File: config.mk
export PLATFORM = sky130hd
export DESIGN_NAME = ucsbece154b_bp_perf_monitor
export DESIGN_NICKNAME = d
export VERILOG_FILES = /design/src/rtl/ucsbece154b_bp_perf_pkg.sv /design/src/rtl/ucsbece154b_sat_counter.sv /design/src/rtl/ucsbece154b_bp_perf_monitor.sv
export SDC_FILE = /design/constraint.sdc
export NUM_CORES = 2
export LEC_CHECK = 0
export BUFFER_PORTS_ARGS = -buffer_cell sky130_fd_sc_hd__buf_2
export CAP_MARGIN = 20
export CORE_ASPECT_RATIO = 0.6
export CORE_MARGIN = 1
export CORE_UTILIZATION = 60
export DETAILED_ROUTE_END_ITERATION = 10
export GPL_TIMING_DRIVEN = 0
export PLACE_DENSITY = 0.85
export SYNTH_ARGS = -nofsm -noshare
export SYNTH_HDL_FRONTEND = slang
export SYNTH_SLANG_ARGS = --single-unit
File: constraint.sdc
create_clock -name clk -period 34 [get_ports clk]
set_input_delay 5.1 -clock clk [delete_from_list [all_inputs] [get_ports clk]]
set_output_delay 5.1 -clock clk [all_outputs]
set_load 0.03 [all_outputs]
File: src/rtl/ucsbece154b_bp_perf_pkg.sv
// Shared definitions for the branch-predictor performance monitor: counter
// indices and the mispredict classification rule.
package ucsbece154b_bp_perf_pkg;

  localparam int CNT_CYCLES      = 0;
  localparam int CNT_RETIRED     = 1;
  localparam int CNT_BRANCHES    = 2;
  localparam int CNT_BR_MISPRED  = 3;
  localparam int CNT_JUMPS       = 4;
  localparam int CNT_JMP_MISPRED = 5;
  localparam int CNT_BTB_HIT     = 6;
  localparam int CNT_BTB_MISS    = 7;
  localparam int CNT_HIST_BASE   = 8;
  localparam int NUM_FIXED_CNT   = 8;

  // Jumps are always taken, so a jump is wrong unless predicted taken to the
  // right target; a branch target only matters when both sides say taken.
  function automatic logic is_mispredict(input logic is_jump,
                                         input logic pred_taken,
                                         input logic actual_taken,
                                         input logic target_eq);
    if (is_jump) return !pred_taken || !target_eq;
    return (pred_taken != actual_taken) || (pred_taken && actual_taken && !target_eq);
  endfunction

endpackage

File: src/rtl/ucsbece154b_sat_counter.sv
// Saturating event counter with a sticky overflow flag. clr wipes value and
// flag; load0 restarts the count (window boundary) but keeps the flag.
module ucsbece154b_sat_counter import ucsbece154b_bp_perf_pkg::*; #(
  parameter int CNT_WIDTH = 32
) (
  input  logic                 clk,
  input  logic                 reset,
  input  logic                 inc_i,
  input  logic                 clr_i,
  input  logic                 load0_i,
  output logic [CNT_WIDTH-1:0] value_o,
  output logic [CNT_WIDTH-1:0] next_o,
  output logic                 ovf_o
);

  logic [CNT_WIDTH-1:0] value_q, value_d;
  logic                 ovf_q, ovf_d;
  logic                 at_max;

  assign at_max = &value_q;

  // NOTE: every signal written here gets a default first, so no path leaves
  // it unassigned and no latch is inferred.
  always_comb begin
    value_d = value_q;
    ovf_d   = ovf_q;
    if (inc_i) begin
      if (at_max) ovf_d = 1'b1;
      else        value_d = value_q + 1'b1;
    end
    next_o = value_d;
    if (load0_i) value_d = '0;
    if (clr_i) begin
      value_d = '0;
      ovf_d   = 1'b0;
    end
  end

  // NOTE: state registers use non-blocking assignments so every flop samples
  // pre-edge values regardless of process ordering.
  always_ff @(posedge clk) begin
    if (!reset) begin
      value_q <= '0;
      ovf_q   <= 1'b0;
    end else begin
      value_q <= value_d;
      ovf_q   <= ovf_d;
    end
  end

  assign value_o = value_q;
  assign ovf_o   = ovf_q;

endmodule

File: src/rtl/ucsbece154b_bp_perf_monitor.sv
// Branch-predictor performance monitor: saturating event counters resolved in
// Execute, windowed snapshot bank, and a registered read port over both banks.
module ucsbece154b_bp_perf_monitor import ucsbece154b_bp_perf_pkg::*; #(
  parameter int CNT_WIDTH        = 32,
  parameter int NUM_HIST_BUCKETS = 8,
  parameter int WINDOW_LOG2      = 10,
  parameter int PC_WIDTH         = 32,
  localparam int NUM_CNT         = NUM_FIXED_CNT + NUM_HIST_BUCKETS,
  localparam int SEL_W           = $clog2(NUM_CNT)
) (
  input  logic                 clk,
  input  logic                 reset,
  input  logic                 enable_i,
  input  logic                 clear_i,
  input  logic                 window_mode_i,
  input  logic                 retire_i,
  input  logic                 resolve_valid_i,
  input  logic                 resolve_is_branch_i,
  input  logic                 resolve_is_jump_i,
  input  logic                 pred_taken_i,
  input  logic                 actual_taken_i,
  input  logic [PC_WIDTH-1:0]  pred_target_i,
  input  logic [PC_WIDTH-1:0]  actual_target_i,
  input  logic                 btb_hit_i,
  input  logic [PC_WIDTH-1:0]  resolve_pc_i,
  input  logic                 read_snap_i,
  input  logic [SEL_W-1:0]     read_sel_i,
  output logic [CNT_WIDTH-1:0] read_data_o,
  output logic [NUM_CNT-1:0]   overflow_o,
  output logic                 window_done_o,
  output logic                 proto_err_o
);

  localparam int HIST_W = $clog2(NUM_HIST_BUCKETS);

  logic [NUM_CNT-1:0]   inc;
  logic [CNT_WIDTH-1:0] live      [NUM_CNT];
  logic [CNT_WIDTH-1:0] live_next [NUM_CNT];
  logic [CNT_WIDTH-1:0] snap_q    [NUM_CNT];
  logic [WINDOW_LOG2-1:0] wcnt_q, wcnt_d;
  logic [CNT_WIDTH-1:0] read_data_q, read_data_d;
  logic                 window_done_q, proto_err_q, proto_err_d;
  logic                 jmp_ev, br_ev, mispred, target_eq, capture;
  logic [HIST_W-1:0]    bucket;
  logic                 unused_pc_bits;

  // A jump wins when both type flags are set; that combination is a protocol error.
  assign jmp_ev    = resolve_valid_i && resolve_is_jump_i;
  assign br_ev     = resolve_valid_i && resolve_is_branch_i && !resolve_is_jump_i;
  assign target_eq = (pred_target_i == actual_target_i);
  assign mispred   = (jmp_ev || br_ev) &&
                     is_mispredict(jmp_ev, pred_taken_i, actual_taken_i, target_eq);
  assign bucket    = resolve_pc_i[2 +: HIST_W];
  assign unused_pc_bits = ^resolve_pc_i;

  always_comb begin
    inc                  = '0;
    inc[CNT_CYCLES]      = 1'b1;
    inc[CNT_RETIRED]     = retire_i;
    inc[CNT_BRANCHES]    = br_ev;
    inc[CNT_BR_MISPRED]  = br_ev && mispred;
    inc[CNT_JUMPS]       = jmp_ev;
    inc[CNT_JMP_MISPRED] = jmp_ev && mispred;
    inc[CNT_BTB_HIT]     = (br_ev || jmp_ev) && btb_hit_i;
    inc[CNT_BTB_MISS]    = (br_ev || jmp_ev) && !btb_hit_i;
    for (int b = 0; b < NUM_HIST_BUCKETS; b++)
      inc[CNT_HIST_BASE + b] = mispred && (bucket == HIST_W'(b));
    if (!enable_i) inc = '0;
  end

  // The last enabled cycle of a window closes it unless a clear overrides.
  assign capture = enable_i && window_mode_i && !clear_i && (&wcnt_q);

  always_comb begin
    wcnt_d = wcnt_q;
    if (clear_i || !window_mode_i) wcnt_d = '0;
    else if (enable_i)             wcnt_d = wcnt_q + 1'b1;  // wraps to 0 on capture
  end

  for (genvar i = 0; i < NUM_CNT; i++) begin : g_cnt
    ucsbece154b_sat_counter #(.CNT_WIDTH(CNT_WIDTH)) u_cnt (
      .clk     (clk),
      .reset   (reset),
      .inc_i   (inc[i]),
      .clr_i   (clear_i),
      .load0_i (capture),
      .value_o (live[i]),
      .next_o  (live_next[i]),
      .ovf_o   (overflow_o[i])
    );
  end

  always_comb begin
    read_data_d = '0;
    if ({1'b0, read_sel_i} < (SEL_W+1)'(NUM_CNT))
      read_data_d = read_snap_i ? snap_q[read_sel_i] : live[read_sel_i];
  end

  assign proto_err_d = proto_err_q ||
                       (enable_i && resolve_valid_i && resolve_is_branch_i && resolve_is_jump_i);

  // NOTE: the snapshot bank is reset explicitly because software may read it
  // before the first window has closed.
  always_ff @(posedge clk) begin
    if (!reset) begin
      for (int i = 0; i < NUM_CNT; i++) snap_q[i] <= '0;
      wcnt_q        <= '0;
      read_data_q   <= '0;
      window_done_q <= 1'b0;
      proto_err_q   <= 1'b0;
    end else begin
      if (capture)
        for (int i = 0; i < NUM_CNT; i++) snap_q[i] <= live_next[i];
      wcnt_q        <= wcnt_d;
      read_data_q   <= read_data_d;
      window_done_q <= capture;
      proto_err_q   <= proto_err_d;
    end
  end

  assign read_data_o   = read_data_q;
  assign window_done_o = window_done_q;
  assign proto_err_o   = proto_err_q;

endmodule

Word-level counts from Yosys, hierarchy flattened
Memory sizes are Yosys's and may differ from the RTL's.
Cells that the tools add are included.
{"block": "op_classes", "n_eq_ne": 9, "add_sub_neg": 17, "mux": 60, "magnitude_cmp": 1, "reduce_logical": 72, "n_bitwise": 18}
{"cell": "$mux 32", "n": 51}
{"cell": "$reduce_and 33->1", "n": 16}
{"cell": "$add 32x1->32 const B", "n": 16}
{"cell": "$reduce_and 32->1", "n": 16}
{"cell": "$bmux 32 s4", "n": 1}
{"cell": "$eq 32x32->1", "n": 1}
{"cell": "$logic_and 1x1->1", "n": 24}
{"cell": "$mux 16", "n": 1}
{"cell": "$or 1x1->1", "n": 16}
{"cell": "$eq 3x3->1 const B", "n": 4}
{"cell": "$add 10x1->10 const B", "n": 1}
{"cell": "$reduce_and 10->1", "n": 1}
{"cell": "$mux 1", "n": 7}
{"cell": "$eq 3x2->1 const B", "n": 2}
{"cell": "$logic_not 1->1", "n": 6}
{"cell": "$ge 5x5->1 const B", "n": 1}
{"cell": "$logic_or 1x1->1", "n": 5}
{"cell": "$not 4->5", "n": 1}
{"cell": "$reduce_or 2->1", "n": 2}
{"cell": "$eq 3x1->1 const B", "n": 1}
{"cell": "$logic_not 3->1", "n": 1}
{"cell": "$reduce_or 3->1", "n": 1}
{"cell": "$ne 1x1->1", "n": 1}
{"cell": "$not 1->1", "n": 1}
{"block": "word_totals", "mem_count": 1, "wordCells": 214, "regBits": 572, "ramBits": 512, "out_inout_bits": 50}
{"memory": "snap_q", "depth": 16, "width": 32, "read_ports": 1, "rd_clocked_by_memory_dff": 0, "wr": 16, "line_no": "ucsbece154b_bp_perf_monitor.sv:39", "text": "logic [CNT_WIDTH-1:0] snap_q [NUM_CNT];"}

Depth between registers and ports, before layout
{"block": "logic_depth", "word_depth": 10, "depth_mapped": 11}

Hierarchy
A second synthesis with hierarchy kept.
{"block": "hier_totals", "hier_cells": 5561, "area_unflattened_um2": 59703.5}
{"module": "ucsbece154b_bp_perf_monitor", "area_each_um2": 28536.1, "instances": 1, "seq_area_each_um2": 16255.6, "cells_per_inst": 1807}
{"module": "ucsbece154b_sat_counter at g_cnt[0].u_cnt ...", "area_each_um2": 1960.6, "instances": 12, "seq_area_each_um2": 660.6, "cells_per_inst": 237}
{"module": "ucsbece154b_sat_counter at g_cnt[6].u_cnt ...", "area_each_um2": 1894.3, "instances": 3, "seq_area_each_um2": 660.6, "cells_per_inst": 228}
{"module": "ucsbece154b_sat_counter at g_cnt[9].u_cnt", "area_each_um2": 1956.9, "instances": 1, "seq_area_each_um2": 660.6, "cells_per_inst": 226}

Worst setup path after synthesis
OpenSTA, ideal clock, no wires.
{"block": "synth_timing", "path_type": "in2reg", "startpoint": "in enable_i", "endpoint": "mem snap_q[0][0] (enable)", "arrival_time_ps": 18328, "required_ps": 33028, "stages": 6, "path_slack_ps": 14699, "n_path_buf": 2, "cell_sequence": "buf_2 -> and3_1 -> nand4b_1 -> nor2_1 -> clkbuf_1 -> nand2b_1"}
{"item": "start: declaration", "line_no": "ucsbece154b_bp_perf_monitor.sv:13", "text": "input logic enable_i,"}
{"item": "end: declaration", "line_no": "ucsbece154b_bp_perf_monitor.sv:39"}

Final worst setup path
{"block": "layout_timing", "startpoint": "in enable_i", "endpoint": "reg g_cnt[3].u_cnt.value_q[18]"}
{"block": "layout_via", "elab_chain_cells": 4, "elab_cells_between_ends": 6}
{"item": "$logic_and 1x1->1 (3 in a row)", "line_no": "ucsbece154b_bp_perf_monitor.sv:72", "text": "assign capture = enable_i && window_mode_i && !clear_i && (&wcnt_q);"}
{"item": "$reduce_or 3->1 (no line)"}
{"item": "end signal: assignment", "line_no": "ucsbece154b_sat_counter.sv:46", "text": "value_q <= value_d;"}
{"item": "end: declaration", "line_no": "ucsbece154b_sat_counter.sv:16", "text": "logic [CNT_WIDTH-1:0] value_q, value_d;"}
Several ways; a longest one is shown, not always the timed one.
A chain may end at the register's enable or synchronous reset.

==> results.md <==
* Hold-fix buffers, CTS at 0
* Worst hold path type: reg -> reg
* DRT antenna net count at 0
* Crit-path max FO at 10
* Drt total wl at about 250 mm
* Setup WS post-layout at 23530 ps
* Post-Syn Instances at roughly 5.1k
* H-Tree Depth at 3
* Post-Route Utilization at between 60% and 70%
* Post-synthesis cell area at between 0.05 and 0.06 sq mm
* CP max-delay cell: clkbuf_1
* Post-CTS Setup Inserts at 0
* Die height at 237 um
* Die Area at just over 0.09 sq mm
* Synth warn at 0
* Commonest non-fill, non-tap cell in the layout: nor2_1
* Setup TNS Final at 0 ps
* VDD IR max at 49.9 uV
* Power per cell area at 47.0 mW/mm^2
* Rows at 85
* Syn avg cell area at about 11 sq um
* Post-CTS sizing at 0
* Antenna violations before repair at 23
* DR vias at 49.8k
* Dpl ws at 23600 ps
* Clk buf depth at 3
* DRT iter0 DRCs at roughly 11k
* Dpl hpwl at ~200 mm
* Pre-antenna DRT Iters at 9
* Final Hold Fails at 0
* CP Capture Type: flip-flop
* Top cell family by delay on the critical path: buffers and inverters
* Max-cap viol count at 0
* Slew Viols, Final at 0
* Clk slew on worst S/H paths at ~70 ps
* Worst Tran Pin Value at approximately 1300 ps
* Minimum clock period at approximately 10000 ps
* Async set-reset flop share out of synthesis at 0%
* Lkg Pwr at roughly 0.020 uW
* Startpoint Class: input port
* Total gr overflow at 0
* Fin cells at slightly below 7k
* Main synth FF type: dfxtp_1
* Clock latency at the later pin of the worst-skew pair at 760 ps
* CP dominant cell by count: buf_2
* Clock Skew at just over 30 ps
* Status: completed
* TritonCTS Buffers at just under 100
* Average routed wire per standard cell at 37.3 um
* Dpl cells at about 6.5k
* Most frequent cells in the layout: nor2_1, dfxtp_1, edfxtp_1
* IO buf count at about 130
* Peak Freq at approximately 0.095 GHz
* Post-synthesis register bit count at ~1.1k
* Slowest cell delay on critical path at between 1000 and 1500 ps
* Final Cycle Share at 30.8%
* Final GP Congestion at approximately 1.1
* Max-slew headroom at 10.0%
* Crit path cell chain: buf_2 > buf_2 > and3_1 > nand4b_1 > nor2_2 > nand2b_1 > buf_2 > clkbuf_1 > clkbuf_1 > a21oi_1
* Synth-to-layout area growth at 12.2%
* First-pass GRT wire length at ~340 mm
* Mapped Nets at around 5.3k
* Die width at roughly 390 um
* EDFF count, synth at around 510
* RSZ-0062 raised after global routing: false
* Crit Path Category: in -> reg
* Total global-route track usage at between 50% and 60%
* Core area at 0.0903 sq mm
* Via density at around 7.4
* Library cells used by synthesis at 79
* Initial core utilization at 61.0%
* Crit path buffers/inverters at 5
* Largest net degree at the start of global routing at just over 70
* Ratio of cells with drive above 1 in the final layout at around 14%
* Setup Viol. Count Final at 0
* Vias in the first global route at approximately 43k
* # IOs at about 160
* Layout Nets at approximately 5.6k
* DRC at 0
* Critical Path RT at ~35000 ps
* Total power at roughly 2900 uW
* Seq/Total Area, Yosys at between 40% and 50%
* CTS Sinks at between 1k and 1.5k
* WP data arrival at ~11000 ps
* CTS tree: built
* Root buf cell: clkbuf_16
## synth_stat cells (all sizes together), types with 113 or more instances
cell type  number  share of area, %
dfxtp         572                21
nor2          822               5.6
nor3          113               1.1
mux2i         241               4.4
xnor2         137               2.2
xor2          190               3.0
mux4          320                13
clkbuf        230               1.6
nand3         218               2.0
nand4         132               1.5
a21oi         229               2.1
nand2         473               3.2
or3           141               1.6
edfxtp        512                28
## worst min-delay path, stage by stage, from the launching register on
cell	delay [ps]
dfxtp_1	340
a41oi_1	50
nor2_1	70
## report_power, final
group          switching (uW)  internal [uW]  leakage (uW)  total (uW)
Combinational             162           69.3       0.00832         231
Sequential               15.8           1390       0.00956        1410
Clock                     565            700       0.00171        1270
Total                     743           2160        0.0196        2910
## logic make-up after synthesis
group	synth area share [%]
compound gates	4.63
xor+xnor	5.20
fa+ha+maj	0.409
buf+inv	2.77
flops	48.7
mux	17.5
simple gates	20.8
## registers in the layout (all words and copies together), names as in the netlist
signal / flops
proto_err_o: 1
g_cnt.u_cnt.value_o: 512
wcnt_q: 10
window_done_o: 1
snap_q: 512
read_data_o: 32
g_cnt.u_cnt.ovf_o: 16
## worst paths after layout
kind / slack (ps) / depth (start not counted) / startpoint / end
setup reg to reg: 28270 / 9 / wcnt_q[0] / g_cnt[3].u_cnt.value_o[18]
hold reg to reg: 490 / 2 / g_cnt[5].u_cnt.ovf_o / g_cnt[5].u_cnt.ovf_o
hold / removal: 490 / 2 / g_cnt[5].u_cnt.ovf_o / g_cnt[5].u_cnt.ovf_o
setup / recovery: 23530 / 10 / enable_i / g_cnt[3].u_cnt.value_o[18]
## metrics by stage
stage	instance area (sq um)	hold WS [ps]
after floorplan	55100	438
after global placement	57300	448
after detailed placement	58000	473
after CTS	61500	487
after global routing	61800	508
final	61800	486
## per-layer routing
metal	vias to the layer above	track usage [%]	part of all wire (%)
met3	760	41.9	25
met5	-	0.727	0.22
li1	19507	-	-
met4	26	18.9	4.7
met2	5406	59.8	34
met1	24086	74.5	36
## final cells by class
type	count	area [sq um]
Antenna cell	17	42.5
Clock buffer	130	2730
Tap cell	1218	1520
Sequential cell	1084	26800
Buffer	320	1330
Clock inverter	56	806
Inverter	52	195
Fill cell	6743	28500
Multi-Input combinational cell	3693	26800
Timing Repair Buffer	192	1590
No activity file was read; power rests on OpenSTA's default activity.
